### src/rtl/int_dispatch_pkg.sv
// Shared parameters and payload types for the integer dispatch slice.
package int_dispatch_pkg;

  localparam int unsigned PRF_DEPTH            = 64;
  localparam int unsigned PHY_W                = $clog2(PRF_DEPTH);
  localparam int unsigned CDB_WIDTH            = 2;
  localparam int unsigned DISPATCH_QUEUE_DEPTH = 4;
  localparam int unsigned QPTR_W               = $clog2(DISPATCH_QUEUE_DEPTH);
  localparam int unsigned QCNT_W               = QPTR_W + 1;
  localparam int unsigned OPC_W                = 8;

  typedef logic [PHY_W-1:0]     phy_t;
  typedef logic [CDB_WIDTH-1:0] cdb_vld_t;
  typedef phy_t [CDB_WIDTH-1:0] cdb_phy_t;

  // Renamed integer uop as seen by int_rs
  typedef struct packed {
    logic [OPC_W-1:0] opcode;
    phy_t             rd_phy;
    phy_t             rs1_phy;
    phy_t             rs2_phy;
    logic             rs1_valid;
    logic             rs2_valid;
  } uop_t;

  // Dispatch FIFO entry: uop plus which sources it actually reads
  typedef struct packed {
    uop_t uop;
    logic rs1_used;
    logic rs2_used;
  } q_entry_t;

  // True when any valid CDB port broadcasts the given physical register
  function automatic logic cdb_hit(input cdb_vld_t vld, input cdb_phy_t phy, input phy_t tag);
    logic hit;
    hit = 1'b0;
    for (int unsigned i = 0; i < CDB_WIDTH; i++) begin
      if (vld[i] && (phy[i] == tag)) hit = 1'b1;
    end
    return hit;
  endfunction

endpackage

### src/rtl/int_dispatch_if.sv
// Dispatch-to-int_rs handshake and CDB snoop interfaces.

// Decode-to-integer-RS uop channel
interface id_int_rs_itf;
  import int_dispatch_pkg::*;
  logic valid;
  logic ready;
  uop_t uop;
  modport dispatch (output valid, output uop, input ready);
  modport rs       (input valid, input uop, output ready);
endinterface

// Common data bus completion broadcast, all ports bundled
interface cdb_itf;
  import int_dispatch_pkg::*;
  cdb_vld_t valid;
  cdb_phy_t rd_phy;
  modport source   (output valid, output rd_phy);
  modport listener (input valid, input rd_phy);
endinterface

### src/rtl/int_dispatch_busy_table.sv
// Physical-register busy table: one set port, CDB clear ports, flush,
// and two combinational read ports returning busy state and same-cycle CDB hit.
module int_dispatch_busy_table
  import int_dispatch_pkg::*;
(
  input  logic     clk,
  input  logic     rst_n,
  input  logic     i_flush,
  input  logic     i_set_en,
  input  phy_t     i_set_phy,
  input  cdb_vld_t i_clr_valid,
  input  cdb_phy_t i_clr_phy,
  input  phy_t     i_rd0_phy,
  input  phy_t     i_rd1_phy,
  output logic     o_rd0_busy_c,
  output logic     o_rd0_hit_c,
  output logic     o_rd1_busy_c,
  output logic     o_rd1_hit_c
);

  logic [PRF_DEPTH-1:0] r_busy;
  logic [PRF_DEPTH-1:0] w_busy_nxt;

  // Next table: CDB clears first, then the rename set so set wins; p0 never busy
  always_comb begin
    w_busy_nxt = r_busy;
    for (int unsigned i = 0; i < CDB_WIDTH; i++) begin
      if (i_clr_valid[i]) w_busy_nxt[i_clr_phy[i]] = 1'b0;
    end
    if (i_set_en) w_busy_nxt[i_set_phy] = 1'b1;
    w_busy_nxt[0] = 1'b0;
  end

  // Table register; flush drops every pending producer
  always_ff @(posedge clk or negedge rst_n) begin
    if (!rst_n)       r_busy <= '0;
    else if (i_flush) r_busy <= '0;
    else              r_busy <= w_busy_nxt;
  end

  assign o_rd0_busy_c = r_busy[i_rd0_phy];
  assign o_rd1_busy_c = r_busy[i_rd1_phy];
  assign o_rd0_hit_c  = cdb_hit(i_clr_valid, i_clr_phy, i_rd0_phy);
  assign o_rd1_hit_c  = cdb_hit(i_clr_valid, i_clr_phy, i_rd1_phy);

endmodule

### src/rtl/int_dispatch.sv
// Integer dispatch transmitter: buffers renamed uops, tracks register
// readiness and drives int_rs with per-source ready bits.
// Optional feature macro: DISPATCH_CDB_BYPASS_EN (same-cycle CDB wakeup
// at the FIFO head; otherwise a hazard costs a one-cycle stall).
module int_dispatch
  import int_dispatch_pkg::*;
(
  input  logic    clk,
  input  logic    rst_n,
  input  logic    i_flush,
  input  logic    i_ren_valid,
  output logic    o_ren_ready,
  input  uop_t    i_ren_uop,
  input  logic    i_ren_rd_en,
  input  logic    i_ren_rs1_used,
  input  logic    i_ren_rs2_used,
  id_int_rs_itf.dispatch to_rs,
  cdb_itf.listener       cdb
);

  q_entry_t          r_mem [DISPATCH_QUEUE_DEPTH];
  logic [QPTR_W-1:0] r_head;
  logic [QPTR_W-1:0] r_tail;
  logic [QCNT_W-1:0] r_count;
  logic              r_ren_ready;

  q_entry_t          w_head;
  logic              w_accept;
  logic              w_dispatch;
  logic [QCNT_W-1:0] w_count_nxt;
  logic              w_set_en;
  logic              w_rs1_busy, w_rs1_hit, w_rs2_busy, w_rs2_hit;
  logic              w_rs1_valid, w_rs2_valid;
  logic              w_stall;

  assign w_head     = r_mem[r_head];
  assign w_accept   = i_ren_valid & r_ren_ready & ~i_flush;
  assign w_dispatch = to_rs.valid & to_rs.ready & ~i_flush;
  assign w_set_en   = w_accept & i_ren_rd_en & (i_ren_uop.rd_phy != '0);

  // Occupancy after this cycle's accept/dispatch
  always_comb begin
    w_count_nxt = r_count;
    case ({w_accept, w_dispatch})
      2'b10:   w_count_nxt = r_count + QCNT_W'(1);
      2'b01:   w_count_nxt = r_count - QCNT_W'(1);
      default: w_count_nxt = r_count;
    endcase
  end

  // Pointers, count and registered accept-ready
  always_ff @(posedge clk or negedge rst_n) begin
    if (!rst_n) begin
      r_head      <= '0;
      r_tail      <= '0;
      r_count     <= '0;
      r_ren_ready <= 1'b1;
    end else if (i_flush) begin
      r_head      <= '0;
      r_tail      <= '0;
      r_count     <= '0;
      r_ren_ready <= 1'b1;
    end else begin
      if (w_accept)   r_tail <= r_tail + QPTR_W'(1);
      if (w_dispatch) r_head <= r_head + QPTR_W'(1);
      r_count     <= w_count_nxt;
      r_ren_ready <= (w_count_nxt != QCNT_W'(DISPATCH_QUEUE_DEPTH));
    end
  end

  // Payload storage; contents are don't-care outside the occupied window
  always_ff @(posedge clk) begin
    if (w_accept) r_mem[r_tail] <= '{uop: i_ren_uop, rs1_used: i_ren_rs1_used, rs2_used: i_ren_rs2_used};
  end

  int_dispatch_busy_table u_busy (
    .clk          (clk),
    .rst_n        (rst_n),
    .i_flush      (i_flush),
    .i_set_en     (w_set_en),
    .i_set_phy    (i_ren_uop.rd_phy),
    .i_clr_valid  (cdb.valid),
    .i_clr_phy    (cdb.rd_phy),
    .i_rd0_phy    (w_head.uop.rs1_phy),
    .i_rd1_phy    (w_head.uop.rs2_phy),
    .o_rd0_busy_c (w_rs1_busy),
    .o_rd0_hit_c  (w_rs1_hit),
    .o_rd1_busy_c (w_rs2_busy),
    .o_rd1_hit_c  (w_rs2_hit)
  );

`ifdef DISPATCH_CDB_BYPASS_EN
  // Same-cycle CDB broadcast wakes the head source directly
  assign w_rs1_valid = ~w_head.rs1_used | (w_head.uop.rs1_phy == '0) | ~w_rs1_busy | w_rs1_hit;
  assign w_rs2_valid = ~w_head.rs2_used | (w_head.uop.rs2_phy == '0) | ~w_rs2_busy | w_rs2_hit;
  assign w_stall     = 1'b0;
`else
  // Hold the head back one cycle so the cleared busy bit is seen instead
  assign w_rs1_valid = ~w_head.rs1_used | (w_head.uop.rs1_phy == '0) | ~w_rs1_busy;
  assign w_rs2_valid = ~w_head.rs2_used | (w_head.uop.rs2_phy == '0) | ~w_rs2_busy;
  assign w_stall     = (w_head.rs1_used & w_rs1_busy & w_rs1_hit) |
                       (w_head.rs2_used & w_rs2_busy & w_rs2_hit);
`endif

  // Head uop with readiness overriding the stored source-valid fields
  always_comb begin
    to_rs.uop           = w_head.uop;
    to_rs.uop.rs1_valid = w_rs1_valid;
    to_rs.uop.rs2_valid = w_rs2_valid;
  end

  assign to_rs.valid = (r_count != '0) & ~w_stall;
  assign o_ren_ready = r_ren_ready;

endmodule

### src/flat_wrapper.sv
// flat-port wrapper written by rule: the top's interface ports become plain ports
module int_dispatch_flat import int_dispatch_pkg::*;
  (clk, rst_n, i_flush, i_ren_valid, o_ren_ready, i_ren_uop, i_ren_rd_en, i_ren_rs1_used, i_ren_rs2_used, to_rs_valid, to_rs_uop, to_rs_ready, cdb_valid, cdb_rd_phy);
  id_int_rs_itf to_rs_i ();
  cdb_itf cdb_i ();
  input  logic clk;
  input  logic rst_n;
  input  logic i_flush;
  input  logic i_ren_valid;
  output logic o_ren_ready;
  input  uop_t i_ren_uop;
  input  logic i_ren_rd_en;
  input  logic i_ren_rs1_used;
  input  logic i_ren_rs2_used;
  output wire logic [$bits(to_rs_i.valid)-1:0] to_rs_valid;
  output wire logic [$bits(to_rs_i.uop)-1:0] to_rs_uop;
  input wire logic [$bits(to_rs_i.ready)-1:0] to_rs_ready;
  input wire logic [$bits(cdb_i.valid)-1:0] cdb_valid;
  input wire logic [$bits(cdb_i.rd_phy)-1:0] cdb_rd_phy;
  assign to_rs_valid = to_rs_i.valid;
  assign to_rs_uop = to_rs_i.uop;
  assign to_rs_i.ready = to_rs_ready;
  assign cdb_i.valid = cdb_valid;
  assign cdb_i.rd_phy = cdb_rd_phy;
  int_dispatch u_core (.clk(clk), .rst_n(rst_n), .i_flush(i_flush), .i_ren_valid(i_ren_valid), .o_ren_ready(o_ren_ready), .i_ren_uop(i_ren_uop), .i_ren_rd_en(i_ren_rd_en), .i_ren_rs1_used(i_ren_rs1_used), .i_ren_rs2_used(i_ren_rs2_used), .to_rs(to_rs_i), .cdb(cdb_i));
endmodule
### config.mk
export PLATFORM = sky130hd
export DESIGN_NAME = int_dispatch_flat
export DESIGN_NICKNAME = d
export VERILOG_FILES = /design/src/rtl/int_dispatch_pkg.sv /design/src/rtl/int_dispatch_if.sv /design/src/rtl/int_dispatch_busy_table.sv /design/src/rtl/int_dispatch.sv /design/src/flat_wrapper.sv
export SDC_FILE = /design/constraint.sdc
export NUM_CORES = 1
export LEC_CHECK = 0
export ABC_AREA = 1
export BUFFER_PORTS_ARGS = -buffer_cell sky130_fd_sc_hd__clkbuf_2
export CELL_PAD_IN_SITES_DETAIL_PLACEMENT = 0
export CELL_PAD_IN_SITES_GLOBAL_PLACEMENT = 1
export CORE_MARGIN = 2
export CORE_UTILIZATION = 48
export CTS_BUF_LIST = sky130_fd_sc_hd__clkbuf_8
export DETAILED_ROUTE_END_ITERATION = 10
export PLACE_DENSITY = 0.88
export SLEW_MARGIN = 20
export SYNTH_ARGS = -nofsm -noshare
export SYNTH_HDL_FRONTEND = slang
export SYNTH_SLANG_ARGS = --single-unit
### constraint.sdc
create_clock -name clk -period 3.2 [get_ports clk]
set_input_delay 0 -clock clk [delete_from_list [all_inputs] [get_ports clk]]
set_output_delay 0 -clock clk [all_outputs]
set_load 0.05 [all_outputs]
# Word level (Yosys, flattened, before mapping)
# Memories as Yosys holds them, arrays and structs flattened.
# Index checks and enable logic that the tools add are counted.
[word_totals]
n_memories = 1
output_inout_bits = 30
word_cells = 92
inputBits = 50
regBits = 72
ram_bits = 120
[classes]
n_lt_le_gt_ge = 8
n_mux = 27
bitwise_logic = 27
add_sub_neg = 4
eq_ne = 7
n_reduce_logical = 13
[mem_list]
columns = ["memory", "depth", "word_bits", "rd", "rd_ports_with_merged_regs", "write_ports", "line_no", "rtl"]
rows = [
  ["u_core.r_mem", 4, 30, 1, 0, 1, "int_dispatch.sv:21", "q_entry_t r_mem [DISPATCH_QUEUE_DEPTH];"],
]
[ops]
columns = ["cell", "n"]
rows = [
  ["$mux 64", 4],
  ["$and 64x64->64", 2],
  ["$not 64->64", 2],
  ["$or 64x64->64", 1],
  ["$lt 6x7->1 const B", 5],
  ["$eq 6x6->1", 4],
  ["$demux 1 s6", 3],
  ["$ge 6x1->1 const B", 3],
  ["$bmux 1 s6", 2],
  ["$logic_not 6->1", 2],
  ["$mux 1", 12],
  ["$and 1x1->1", 11],
  ["$mux 2", 4],
  ["$logic_and 1x1->1", 7],
  ["$not 1->1", 6],
  ["$pmux 3 s2", 1],
  ["$reduce_bool 6->1", 1],
  ["$or 1x1->1", 5],
  ["$add 2x1->2 const B", 2],
  ["$reduce_bool 2->1", 2],
  ["$add 3x1->3 const B", 1],
  ["$mux 3", 1],
  ["$ne 3x3->1 const B", 1],
  ["$reduce_bool 3->1", 1],
  ["other kinds (3)", 3],
]

# Depth between registers and ports, before layout
# An unclocked memory read counts as a cell.
[depth]
depth_word = 15
ltp_mapped = 25
depth_no_buf = 24

# Hierarchy
# Synthesis repeated with hierarchy kept, for this count alone.
[unflattened]
hier_cells = 1137
hier_area_um2 = 9913.3
[by_module_without_submodules]
columns = ["mod", "instances", "area_each_um2", "seq_area_each_um2", "cells_each"]
rows = [
  ["int_dispatch_busy_table", 1, 4994.8, 1576.5, 740],
  ["int_dispatch", 1, 4918.5, 3564.7, 397],
]

# Least setup slack after synthesis
# Ideal clock, no wire load.
[synth_path]
kind = "register -> register"
startpoint = "register u_core.r_head[0]"
endpoint = "register u_core.r_ren_ready (netlist: u_core.o_ren_ready)"
slack_ps = -8
required_time_ps = 3113
setup_ps = 87
path_buffers = 3
stages_incl_launch_ff = 21
synth_period_minus_slack_ps = 3208
arrival_ps = 3121
cell_sequence = "dfrtp_1 > buf_6 > buf_8 > buf_6 > nor2_1 > nor2_1 > o21ai_0 > nand2_1 > xor2_1 > nand4_1 > nand2_1 > nand4_1 > nand4_1 > nor2_1 > ha_1 > inv_1 > fa_1 > o21ai_0 > o21ai_0 > a21oi_1 > nand3_1"
[synth_via]
elab_chain_cells = 15
elab_cells_between_ends = 31
classes_between = "eq/ne: 7; mux: 10; bitwise: 9; reduce/logical: 4; memory: 1"
[synth_rtl]
columns = ["item", "line_no", "rtl"]
rows = [
  ["start, declared", "int_dispatch.sv:22", "logic [QPTR_W-1:0] r_head;"],
  ["start signal, assigned", "int_dispatch.sv:65", "if (w_dispatch) r_head <= r_head + QPTR_W'(1);"],
  ["$mem_v2 4x30 (*)", "--", ""],
  ["via to_rs_uop[6]", "flat_wrapper.sv:16", "output wire logic [$bits(to_rs_i.uop)-1:0] to_rs_uop;"],
  ["parallel branches: the longest is 4 deep, another holds $bmux 1 s6", "--", ""],
  ["$and 1x1->1 (*)", "int_dispatch.sv:102", "(w_head.rs2_used & w_rs2_busy & w_rs2_hit);"],
  ["$or 1x1->1 (*)", "int_dispatch.sv:101", "assign w_stall = (w_head.rs1_used & w_rs1_busy & w_rs1_hit) |"],
  ["$not 1->1 (*)", "int_dispatch.sv:112", "assign to_rs.valid = (r_count != '0) & ~w_stall;"],
  ["$and 1x1->1 (*)", "int_dispatch.sv:112", ""],
  ["$and 1x1->1 (*) (2 in a row)", "int_dispatch.sv:38", "assign w_dispatch = to_rs.valid & to_rs.ready & ~i_flush;"],
  ["$eq 2x1->1 / $eq 2x2->1 (equally long branches)", "int_dispatch.sv:44", "case ({w_accept, w_dispatch})"],
  ["$pmux 3 s2 (*)", "int_dispatch.sv:44", ""],
  ["$ne 3x3->1 (*)", "int_dispatch.sv:67", "r_ren_ready <= (w_count_nxt != QCNT_W'(DISPATCH_QUEUE_DEPTH));"],
  ["$mux 1 (*)", "int_dispatch.sv:58", "end else if (i_flush) begin"],
  ["end signal, assigned", "int_dispatch.sv:67", ""],
  ["end, declared", "int_dispatch.sv:25", "logic r_ren_ready;"],
]
# Mark *: on every way through the listed nets, which the timed path passes. The select of a mux whose other input is x is not followed.
# A chain may end at the register's enable or synchronous reset.

# Worst setup path in the final report
[layout_path]
startpoint = "register u_core.r_head[0]"
endpoint = "register u_core.r_ren_ready (netlist: u_core.o_ren_ready)"
[layout_via]
elab_chain_cells = 15
elab_cells_between_ends = 31
classes_between = "eq/ne: 7; mux: 10; bitwise: 9; reduce/logical: 4; memory: 1"
[layout_rtl]
columns = ["item", "line_no"]
rows = [
  ["$mem_v2 4x30 (*)", "--"],
  ["parallel branches: the longest is 5 deep, another holds $bmux 1 s6", "--"],
  ["$or 1x1->1 (*)", "int_dispatch.sv:101"],
  ["$not 1->1 (*)", "int_dispatch.sv:112"],
  ["$and 1x1->1 (*)", "int_dispatch.sv:112"],
  ["$and 1x1->1 (*) (2 in a row)", "int_dispatch.sv:38"],
  ["$eq 2x1->1 / $eq 2x2->1 (equally long branches)", "int_dispatch.sv:44"],
  ["$pmux 3 s2 (*)", "int_dispatch.sv:44"],
  ["$ne 3x3->1 (*)", "int_dispatch.sv:67"],
  ["$mux 1 (*)", "int_dispatch.sv:58"],
]
# Mark *: on every way between the ends. The select of a mux whose other input is x is not followed.

==> run metrics <==
routed via count=9488; Gate power share=about 32%; Fin Hold WS=roughly 0.12 ns; Core ar.=around 20000 sq um; nets=~1400; Row Count=52; first-pass GRT wire length=around 51000 um; crit path DAT=approximately 3.8 ns; clock power share=between 20% and 30%; post-route clock period utilization=105%; CP Class=reg2reg; failing checks=setup timing; CP Data Required Time=about 3.6 ns; DR vias/cell=5.97; Crit. End Element=flip-flop; synthesized area per cell=between 8 and 9 sq um; Worst-Margin Slew=just over 1 ns; largest net degree at the start of global routing=72; Netlist cell types=39; Pre-Repair DR Iteration Count=5; Cells after DPL=between 1500 and 2000; Max Freq=around 0.3 GHz; final setup fails=4; I/O pins=80; worst skew pair latency=0.49 ns; Post-DP HPWL=approximately 24000 um; setup ws final=-0.168 ns; startpoint types=flip-flop; max-cap violations=0; min Tclk post-route=between 3 and 4 ns; H-tree depth=4; die height=around 150 um; worst min path class=in2reg; share of cells above drive strength 1=about a quarter; Remaining Overflow, GRT=0; Iter 0 DRT Violations=between 1000 and 1500; Worst VDD drop=about 0.37 mV; Yosys reg bits=183; Seq pwr share=between 40% and 50%; Seq/Total Area, Yosys=51.9%; GP Congestion=roughly 0.97; via count of the first global-routing pass=around 9000; DIE WIDTH=between 100 and 150 um; clk root buf=clkbuf_8; Die ar.=about 22000 sq um; Util after Layout=around three fifths; Syn Inst Count=approximately 1100; Hold Vio Cnt, Final=0; area added between synthesis and finish=25.3%; CTS clock-pin slew for the worst setup and hold paths=around 0.11 ns; leakage=just under 0.005 uW; Starting Density=around half; leading cell type in the layout, fill and taps excluded=nand2_1; Pins Over Slew Limit=0; # DRC=0; diode count=0; Finished Layout Cells=about 1600; CTS Buf Count=17; worst-case clock buffer depth=2; Pint=3890 uW; initial antenna violation count=0; total power=just over 6000 uW; status=finished, violations left; Sw Share=between 30 and 40%; most frequent cells in the layout=181 x nand2_1, 121 x nand3_1, 112 x edfxtp_1; largest fanout on the critical path=7; Max-slew headroom=slightly above 30%; CTS tree=done; unrepaired setup endpoints after global routing=yes; port bufs=77; post-DR wirelength/cell=~21 um; setup TNS=-0.520 ns; routed wire length=around 34000 um; Sw Pwr=around 2300 uW; post-synth net total=~1200; clock skew=0.0245 ns; clock sink count=about 180; PD cells=~500 nW/um^2; Cell Area, Synth=between 9000 and 10000 sq um; Routed Antenna Nets=0; GRT Util Overall=31.3%; Synth Warn #=0
[worst paths after layout]
path / from / end / slack (ns) / cells after the start
max in group asynchronous: rst_n / u_core.r_head[0]$_DFFE_PN0P_ / 2.25 / 3
max reg2reg: u_core.r_head[0]$_DFFE_PN0P_ / u_core.o_ren_ready$_DFF_PN1_ / -0.17 / 22
min: cdb_rd_phy[0] / u_core.u_busy.r_busy[44]$_DFF_PN0_ / 0.12 / 5
max: u_core.r_head[0]$_DFFE_PN0P_ / u_core.o_ren_ready$_DFF_PN1_ / -0.17 / 22
min in group asynchronous: rst_n / u_core.u_busy.r_busy[34]$_DFF_PN0_ / 0.27 / 3
min reg2reg: u_core.r_count[1]$_DFF_PN0_ / u_core.r_count[1]$_DFF_PN0_ / 0.55 / 2
[cell families (layout without fill, tap and decap cells)]
kind of cell	after synthesis	after routing	share of synthesized area [%]
AO/OA/AOI/OAI	235	235	14.6
XOR/XNOR	9	9	0.795
adder cells (fa/ha/maj)	6	6	0.833
buffers and inverters	178	355	8.22
flip-flops	183	183	51.9
AND/OR/NAND/NOR	530	530	23.6
[final cells by class]
type                            instances  area [sq um]
Clock buffer                           17           234
Clock inverter                         15           200
Fill cell                            1730          7820
Inverter                              121           488
Multi-Input combinational cell        780          4300
Sequential cell                       183          5140
Tap cell                              270           338
Timing Repair Buffer                  202          1710
[what timing repair did]
action | 4_1_cts | 5_1_grt
setup buffers | 11 | 3
setup endpoints to repair | 3 | 5
gates cloned | 3 | 4
pin swaps | 17 | 38
hold endpoints to repair | 193 | 0
hold buffers | 33 | 0
resized for setup | 39 | 75
[routing by layer]
metal / vias up / wire length, um / track usage, %
met5: - / 0 / 0
met4: 0 / 1030 / 10.1
met3: 82 / 3700 / 7.44
met2: 534 / 15800 / 48.9
met1: 4533 / 13600 / 43.4
li1: 4339 / - / -
[cells in the mapped netlist (all sizes together)]
| master | count | area share (%) |
|---|---|---|
| nor3 | 32 | 1.7 |
| inv | 119 | 4.6 |
| nor4 | 5 | 0.38 |
| nand4 | 12 | 0.76 |
| dfstp | 1 | 0.27 |
| o22ai | 22 | 1.4 |
| edfxtp | 112 | 34 |
| o211ai | 14 | 1.1 |
| dfrtp | 70 | 18 |
| clkinv | 2 | 0.076 |
| buf | 36 | 2.8 |
| fa | 1 | 0.20 |
| nand2 | 208 | 8.1 |
| xnor2 | 1 | 0.088 |
| a221oi | 1 | 0.088 |
| xor2 | 8 | 0.71 |
| o2111ai | 1 | 0.088 |
| nand3 | 160 | 8.2 |
| nor2 | 113 | 4.4 |
| a21oi | 71 | 3.6 |
| ha | 5 | 0.63 |
| clkbuf | 21 | 0.80 |
| o221ai | 52 | 4.7 |
| o21ai | 74 | 3.8 |
[critical path, cell delays in order, from the launching register on]
cell        delay [ns]
dfrtp_2           0.47
buf_6             0.14
nand2_2           0.08
nand3_4           0.11
nand2_8           0.13
clkinvlp_4        0.20
nand2_1           0.16
nand3_1           0.08
nand3_1           0.07
nand3_1           0.08
nand3_2           0.09
nand3_2           0.08
nand4_1           0.12
nand4_1           0.21
nor2_2            0.16
ha_2              0.19
inv_2             0.04
fa_2              0.35
a21oi_2           0.16
o21ai_2           0.08
o21ai_1           0.17
a21oi_2           0.05
nand3_1           0.07
[through the flow]
stage	cell area, sq um	worst slack (ns)
2_1_floorplan	9910	0.119
3_5_place_dp	10900	-0.301
3_3_place_gp	10900	-0.246
5_1_grt	12400	-0.311
6_report	12400	-0.168
4_1_cts	12000	-0.101
[flip-flops by register name, indices dropped and copies added, names as in the netlist]
signal                cells
u_core.r_count            3
u_core.r_mem            112
u_core.r_head             2
u_core.u_busy.r_busy     63
u_core.r_tail             2
u_core.o_ren_ready        1
[power groups by stage]
stage / Combinational, uW / Sequential [uW] / Clock (uW)
finish: 1990 / 2580 / 1600
global route: 2100 / 2590 / 1710
CTS: 1790 / 2580 / 1620
detailed placement: 1650 / 2630 / 0
global placement: 1640 / 2630 / 0
floorplan: 1050 / 2630 / 0
Power figures use the tool's default switching activity.
